==> config.mk <==
export PLATFORM = sky130hd
export DESIGN_NAME = execute_cycle
export DESIGN_NICKNAME = d
export VERILOG_FILES = /design/src/rtl/execute_cycle.sv
export SDC_FILE = /design/constraint.sdc
export NUM_CORES = 1
export LEC_CHECK = 0
export BUFFER_PORTS_ARGS = -buffer_cell sky130_fd_sc_hd__buf_2
export CORE_MARGIN = 5
export CORE_UTILIZATION = 45
export CTS_CLUSTER_SIZE = 14
export DETAILED_ROUTE_END_ITERATION = 16
export GPL_TIMING_DRIVEN = 0
export HOLD_SLACK_MARGIN = 0.05
export PLACE_DENSITY = 0.73
export SLEW_MARGIN = 20
export SYNTH_ARGS = -nofsm -noshare
export SYNTH_HDL_FRONTEND = slang
export SYNTH_SLANG_ARGS = --single-unit
==> constraint.sdc <==
create_clock -name clk -period 9.55 [get_ports clk]
set_clock_uncertainty 0.15 [all_clocks]
set_input_delay 0.4775 -clock clk [delete_from_list [all_inputs] [get_ports clk]]
set_output_delay 0.4775 -clock clk [all_outputs]
set_load 0.01 [all_outputs]
==> src/rtl/execute_cycle.sv <==
// Execute stage of a five-stage RISC-V style pipeline: operand forwarding, ALU,
// branch resolution and the EX/MEM pipeline register.
module execute_cycle #(
    parameter int DW = 32
) (
    input  logic          clk,
    input  logic          rst,
    input  logic          RegWriteE,
    input  logic          ALUSrcE,
    input  logic          MemWriteE,
    input  logic          ResultSrcE,
    input  logic          BranchE,
    input  logic [2:0]    ALUControlE,
    input  logic [DW-1:0] RD1_E,
    input  logic [DW-1:0] RD2_E,
    input  logic [DW-1:0] Imm_Ext_E,
    input  logic [DW-1:0] PCE,
    input  logic [DW-1:0] PCPlus4E,
    input  logic [4:0]    RD_E,
    input  logic [DW-1:0] ResultW,
    input  logic [1:0]    ForwardA_E,
    input  logic [1:0]    ForwardB_E,
    input  logic          FlushE,
    output logic          PCSrcE,
    output logic [DW-1:0] PCTargetE,
    output logic          RegWriteM,
    output logic          MemWriteM,
    output logic          ResultSrcM,
    output logic [4:0]    RD_M,
    output logic [DW-1:0] PCPlus4M,
    output logic [DW-1:0] WriteDataM,
    output logic [DW-1:0] ALU_ResultM
);

    logic [DW-1:0] src_a;
    logic [DW-1:0] fwd_b;
    logic [DW-1:0] src_b;
    logic [DW-1:0] alu_result;
    logic          zero;

    // Forward select: 01 = writeback result, 10 = memory-stage ALU result.
    always_comb begin
        src_a = RD1_E;
        case (ForwardA_E)
            2'b01:   src_a = ResultW;
            2'b10:   src_a = ALU_ResultM;
            default: src_a = RD1_E;
        endcase
    end

    always_comb begin
        fwd_b = RD2_E;
        case (ForwardB_E)
            2'b01:   fwd_b = ResultW;
            2'b10:   fwd_b = ALU_ResultM;
            default: fwd_b = RD2_E;
        endcase
    end

    assign src_b = ALUSrcE ? Imm_Ext_E : fwd_b;

    always_comb begin
        alu_result = '0;
        case (ALUControlE)
            3'b000: alu_result = src_a + src_b;
            3'b001: alu_result = src_a - src_b;
            3'b010: alu_result = src_a & src_b;
            3'b011: alu_result = src_a | src_b;
            3'b100: alu_result = src_a ^ src_b;
            3'b101: alu_result = {{(DW-1){1'b0}}, ($signed(src_a) < $signed(src_b))};
            3'b110: alu_result = src_a << src_b[4:0];
            3'b111: alu_result = src_a >> src_b[4:0];
            default: alu_result = '0;
        endcase
    end

    assign zero      = (alu_result == '0);
    assign PCSrcE    = rst & BranchE & zero;
    assign PCTargetE = PCE + Imm_Ext_E;

    // Stores take the forwarded B operand, never the immediate.
    always_ff @(posedge clk or negedge rst) begin
        if (!rst) begin
            RegWriteM   <= 1'b0;
            MemWriteM   <= 1'b0;
            ResultSrcM  <= 1'b0;
            RD_M        <= '0;
            PCPlus4M    <= '0;
            WriteDataM  <= '0;
            ALU_ResultM <= '0;
        end else if (FlushE) begin
            RegWriteM   <= 1'b0;
            MemWriteM   <= 1'b0;
            ResultSrcM  <= 1'b0;
            RD_M        <= '0;
            PCPlus4M    <= '0;
            WriteDataM  <= '0;
            ALU_ResultM <= '0;
        end else begin
            RegWriteM   <= RegWriteE;
            MemWriteM   <= MemWriteE;
            ResultSrcM  <= ResultSrcE;
            RD_M        <= RD_E;
            PCPlus4M    <= PCPlus4E;
            WriteDataM  <= fwd_b;
            ALU_ResultM <= alu_result;
        end
    end

endmodule

* Yosys cells after proc, flatten, opt, wreduce, memory -nomap -nowiden
Index checks and enable logic that the tools add are counted.
Word-level totals: bits in registers 104, input port bits 212, logic and storage cells 42
Cells by class: $add $sub $neg 3, order comparisons 1, equal/unequal tests 11, shift-type cells 2, muxes and demuxes 11, bitwise gates (word level) 5, reductions and logical operators 2
Operator list (count):
- 32-bit one-hot mux with 8 select lines | 1
- 32-bit two-way mux | 4
- 32-bit one-hot mux with 2 select lines | 2
- 32-bit adder | 2
- 32-bit bitwise AND | 1
- 32-bit zero test | 1
- 32-bit less-than comparator | 1
- 32-bit bitwise OR | 1
- 32-bit by 5-bit left shift with 32-bit output | 1
- 32-bit by 5-bit right shift with 32-bit output | 1
- 32-bit subtractor | 1
- 32-bit XOR | 1
- 3-bit == test, second input constant | 4
- 3-bit by 2-bit == test with 1-bit output, second input constant | 2
- 5-bit two-way mux | 1
- 2-bit by 1-bit == test with 1-bit output, second input constant | 2
- 2-bit == test, second input constant | 2
- 3-bit by 1-bit == test with 1-bit output, second input constant | 1
- 3-bit zero test | 1
- 1-bit two-way mux | 3
- 1-bit bitwise AND | 2

* Logic depth before layout (Yosys ltp)
depth in word-level cells 7, gate-level depth with buffers 23

* Worst setup path after synthesis
No wires, ideal clock.
kind input -> output, from input port ForwardB_E[0], to output port PCSrcE, arrival time 5.406 ns, data required time 8.923 ns, slack 3.517 ns, cell stages on the path 23, buffers on the path 5, path through inv_1 > ha_1 > buf_2 > nor2b_1 > nor3_1 > a21o_1 > clkbuf_1 > clkbuf_1 > clkbuf_1 > ha_1 > clkbuf_1 > nor2b_1 > o21ai_1 > a311oi_1 > o31ai_1 > a31oi_1 > a31o_2 > a211oi_1 > or4b_1 > a211oi_1 > and3_1 > nand4_1 > nor2_1
Between the ends: word-level cells in the longest chain between the ends 7, elaborated cells on any way between the ends 15
RTL lines:
- start: declaration | line 22 | input logic [1:0] ForwardB_E,
- 2-bit == test or 2-bit by 1-bit == test with 1-bit output (tied branches) | line 53 | case (ForwardB_E)
- 32-bit one-hot mux with 2 select lines * | line 53
- 32-bit two-way mux * | line 60 | assign src_b = ALUSrcE ? Imm_Ext_E : fwd_b;
- 32-bit subtractor, or another cell as far along | line 66 | 3'b001: alu_result = src_a - src_b;
- 32-bit one-hot mux with 8 select lines * | line 64 | case (ALUControlE)
- 32-bit zero test * | line 77 | assign zero = (alu_result == '0);
- 1-bit bitwise AND * | line 78 | assign PCSrcE = rst & BranchE & zero;
- end: declaration | line 24 | output logic PCSrcE,
Mark *: on every way between the ends. The rest lies on a longest branch, timed or not.

* Worst setup path in the final report
Ends and elaborated chain as after synthesis.

==> results.py <==
metrics = {
    "route": {
        "routed_wl_um": 84700,
        "routedWlPerCell_um": 31.4,
        "vias": 18500,
        "drc": 0,
        "vias_per_cell": 6.88,
        "drt-pass1-iter-count": 6,
        "antenna_left": 0,
        "drt-initial-drc-count": 2665,
    },
    "global_route": {
        "groute.usage.overall_pct": 44.7,
        "antenna_found_initial": 4,
        "grt_max_degree": 76,
        "grt_pass1_vias": 17800,
        "grt_pass1_wl_um": 119000,
        "gr-total-overflow": 0,
    },
    "run": {
        "cap_viol_max_count": 0,
    },
    "critical_path": {
        "critPathRequiredTime_ns": 8.92,
        "critPathLaunch": "ForwardB_E[0]",
        "rrSetupSlack_ns": 1.59,
        "worstSetupPathType": "input pin to primary output",
        "startpoint_type": "input pin",
        "end_kind": "primary output",
        "path_max_fanout": 10,
        "r2r_end": "ALU_ResultM[27]",
        "rr_worst_depth": 19,
        "crit_arrival_ns": 8.70,
        "r2r-start": "ALU_ResultM[3]",
    },
    "clock_network": {
        "clk_pin_slew_ns": 0.08,
        "h-tree-depth": 3,
        "root_buffer": "clkbuf_16",
        "cts_made_buffers": 9,
        "postCtsSetupBuffers": 0,
        "cts.sinks": 104,
        "clock_path_buffers": 2,
        "cts_tree": "done",
        "clkLatencyLatePin_ns": 0.37,
    },
    "placement": {
        "io_buffers": 344,
        "place_area_um2": 16700,
        "dp_hpwl_um": 70300,
        "place.gp.congestion": 1.13,
    },
    "yosys": {
        "synth_commonest_cells": "nor2_1, o21ai_0, nand2_1, mux2i_1, ha_1",
        "yosys_warnings": 0,
        "synth.most_common_cell": "nor2_1",
        "synth_cell_types": 81,
        "synth_area_um2": 14400,
        "synthFlopType": "dfrtp_1",
        "syn_inst": 1923,
        "avgSynthCellArea_um2": 7.51,
        "synth_top_area_share_pct": 18.0,
        "ys_ff_latch": 104,
        "synth_edf_count": 0,
        "yosysTopAreaCell": "dfrtp_1",
        "synth_nets": 2270,
        "async_flop_share_pct": 100,
        "seq_area_frac_synth_pct": 18.0,
        "yosys-top-cells-area": "dfrtp_1, ha_1, mux2i_1",
    },
    "power_and_ir_drop": {
        "p_per_area_nw_per_um2": 153,
        "p_total_w": 0.00261,
        "total_leakage_power_nw": 8.15,
        "max-vdd-ir-drop_v": 0.0000967,
    },
    "min_path": {
        "holdPathStages": 2,
        "hold_class": "input pin to flip-flop",
        "hold_start": "MemWriteE",
        "hold_path_end": "MemWriteM",
    },
    "final_layout": {
        "drive_gt1_share_pct": 18.4,
        "multi_input_area_um2": 10900,
        "area.growth.synth_to_final_pct": 18.0,
        "fillers": 3118,
        "regArea_um2": 2600,
        "fin_nets": 2628,
        "fin_area_um2": 17000,
    },
    "floorplan": {
        "core_um2": 31600,
        "die_h_um": 189,
        "num_io_pins": 349,
        "start_util_pct": 45.6,
        "dieArea_um2": 35800,
        "die_width_um": 189,
        "num_rows": 65,
    },
    "sta": {
        "setup_tns_ns": 0,
        "drv_slew": 0,
        "finalCritPeriodShare_pct": 97.6,
        "fmax_mhz": 107,
        "slew_headroom_pct": 8.82,
        "worst_pin_slew_ns": 1.35,
        "setup-violations-final": 0,
        "rsz0062_at_grt": "no",
        "hold_violations": 0,
        "holdWs_ns": 0.170,
        "min_period_ns": 9.33,
    },
    "status": {
        "status": "finished, final reports clean",
    },
}
[critical path: stages]
cell       delay (ns)
buf_2            0.10
inv_1            0.04
ha_1             0.29
buf_2            0.22
nor2b_1          0.17
nor3_1           0.85
a21o_1           0.14
clkbuf_1         0.31
clkbuf_1         0.56
clkbuf_1         0.60
ha_1             0.34
clkbuf_1         0.22
nor2b_1          0.25
o21ai_1          0.14
a311oi_1         0.85
o31ai_1          0.34
a31oi_1          0.52
a21oi_1          0.19
mux2i_1          0.20
xnor2_1          0.16
a2111oi_1        0.95
and4_1           0.36
nand4_1          0.12
nor2_1           0.14
buf_2            0.14
[cell families after synthesis]
family                     synth area share [%]
and+or+nand+nor                            18.9
AOI/OAI and AO/OA                          30.6
xor gates and xnor gates                   3.52
muxes                                      10.4
adders and majority gates                  11.9
buffers and inverters                      6.68
DFF                                        18.0
[worst max path at each step]
stage / slack (ns) / to / cells past startpoint
final: 0.22 / PCSrcE / 25
after CTS: 0.59 / PCSrcE / 25
after floorplan: 3.52 / PCSrcE / 23
after detailed placement: 0.60 / PCSrcE / 25
after global routing: 0.13 / PCSrcE / 25
after global placement: 0.64 / PCSrcE / 25
[through the flow]
step / std cells / utilization [%] / setup slack [ns]
floorplan: 1923 / - / 3.52
global placement: 2669 / 52.7 / 0.635
detailed placement: 2671 / 52.8 / 0.599
CTS: 2688 / 53.8 / 0.591
global route: 2690 / 53.8 / 0.131
finish: 2694 / 53.9 / 0.225
[routing by layer]
layer	share of wire [%]	routed length [µm]	GRT usage, %
met3	12	10300	11.5
met2	43	36700	70.8
met1	35	29900	52.6
met4	9.0	7630	32.0
met5	0.032	27	0
[cells in the final DEF, fill, tap and decap left out, drive strengths merged, types with 47 or more instances in the layout]
| master | count |
|---|---|
| inv | 112 |
| a21oi | 125 |
| nor2b | 73 |
| nor2 | 186 |
| o21ai | 168 |
| clkbuf | 109 |
| buf | 375 |
| a221o | 47 |
| mux2i | 136 |
| ha | 132 |
| dfrtp | 104 |
| nand2 | 147 |
| nor3 | 49 |
[power by group]
| group | internal, W | leakage [nW] | switching [W] |
|---|---|---|---|
| clock network | 0.000186 | 0.147 | 0.000205 |
| registers | 0.000479 | 1.36 | 0.0000353 |
| logic | 0.000549 | 6.65 | 0.00115 |
[layout make-up]
class	count	share of cell area, %
multi-input cells	1580	63.9
clock buffers	9	1.32
flip-flops and latches	104	15.3
repair buffers	347	10.4
inverters	110	2.50
clock inverters	7	0.433
well taps	402	2.95
diodes	6	0.0881
plain buffers	129	3.16
[registers in the layout, summed over array words and instances, names as in the netlist]
signal / cells
ALU_ResultM: 32
RD_M: 5
ResultSrcM: 1
WriteDataM: 32
MemWriteM: 1
PCPlus4M: 32
RegWriteM: 1
[what timing repair did]
item | in CTS | in global routing
endpoints found under the hold margin | 30 | 0
setup endpoints to repair | 0 | 1
hold buffers | 1 | 0
gates resized for setup | 0 | 1
(Power assumes the default switching activity.)
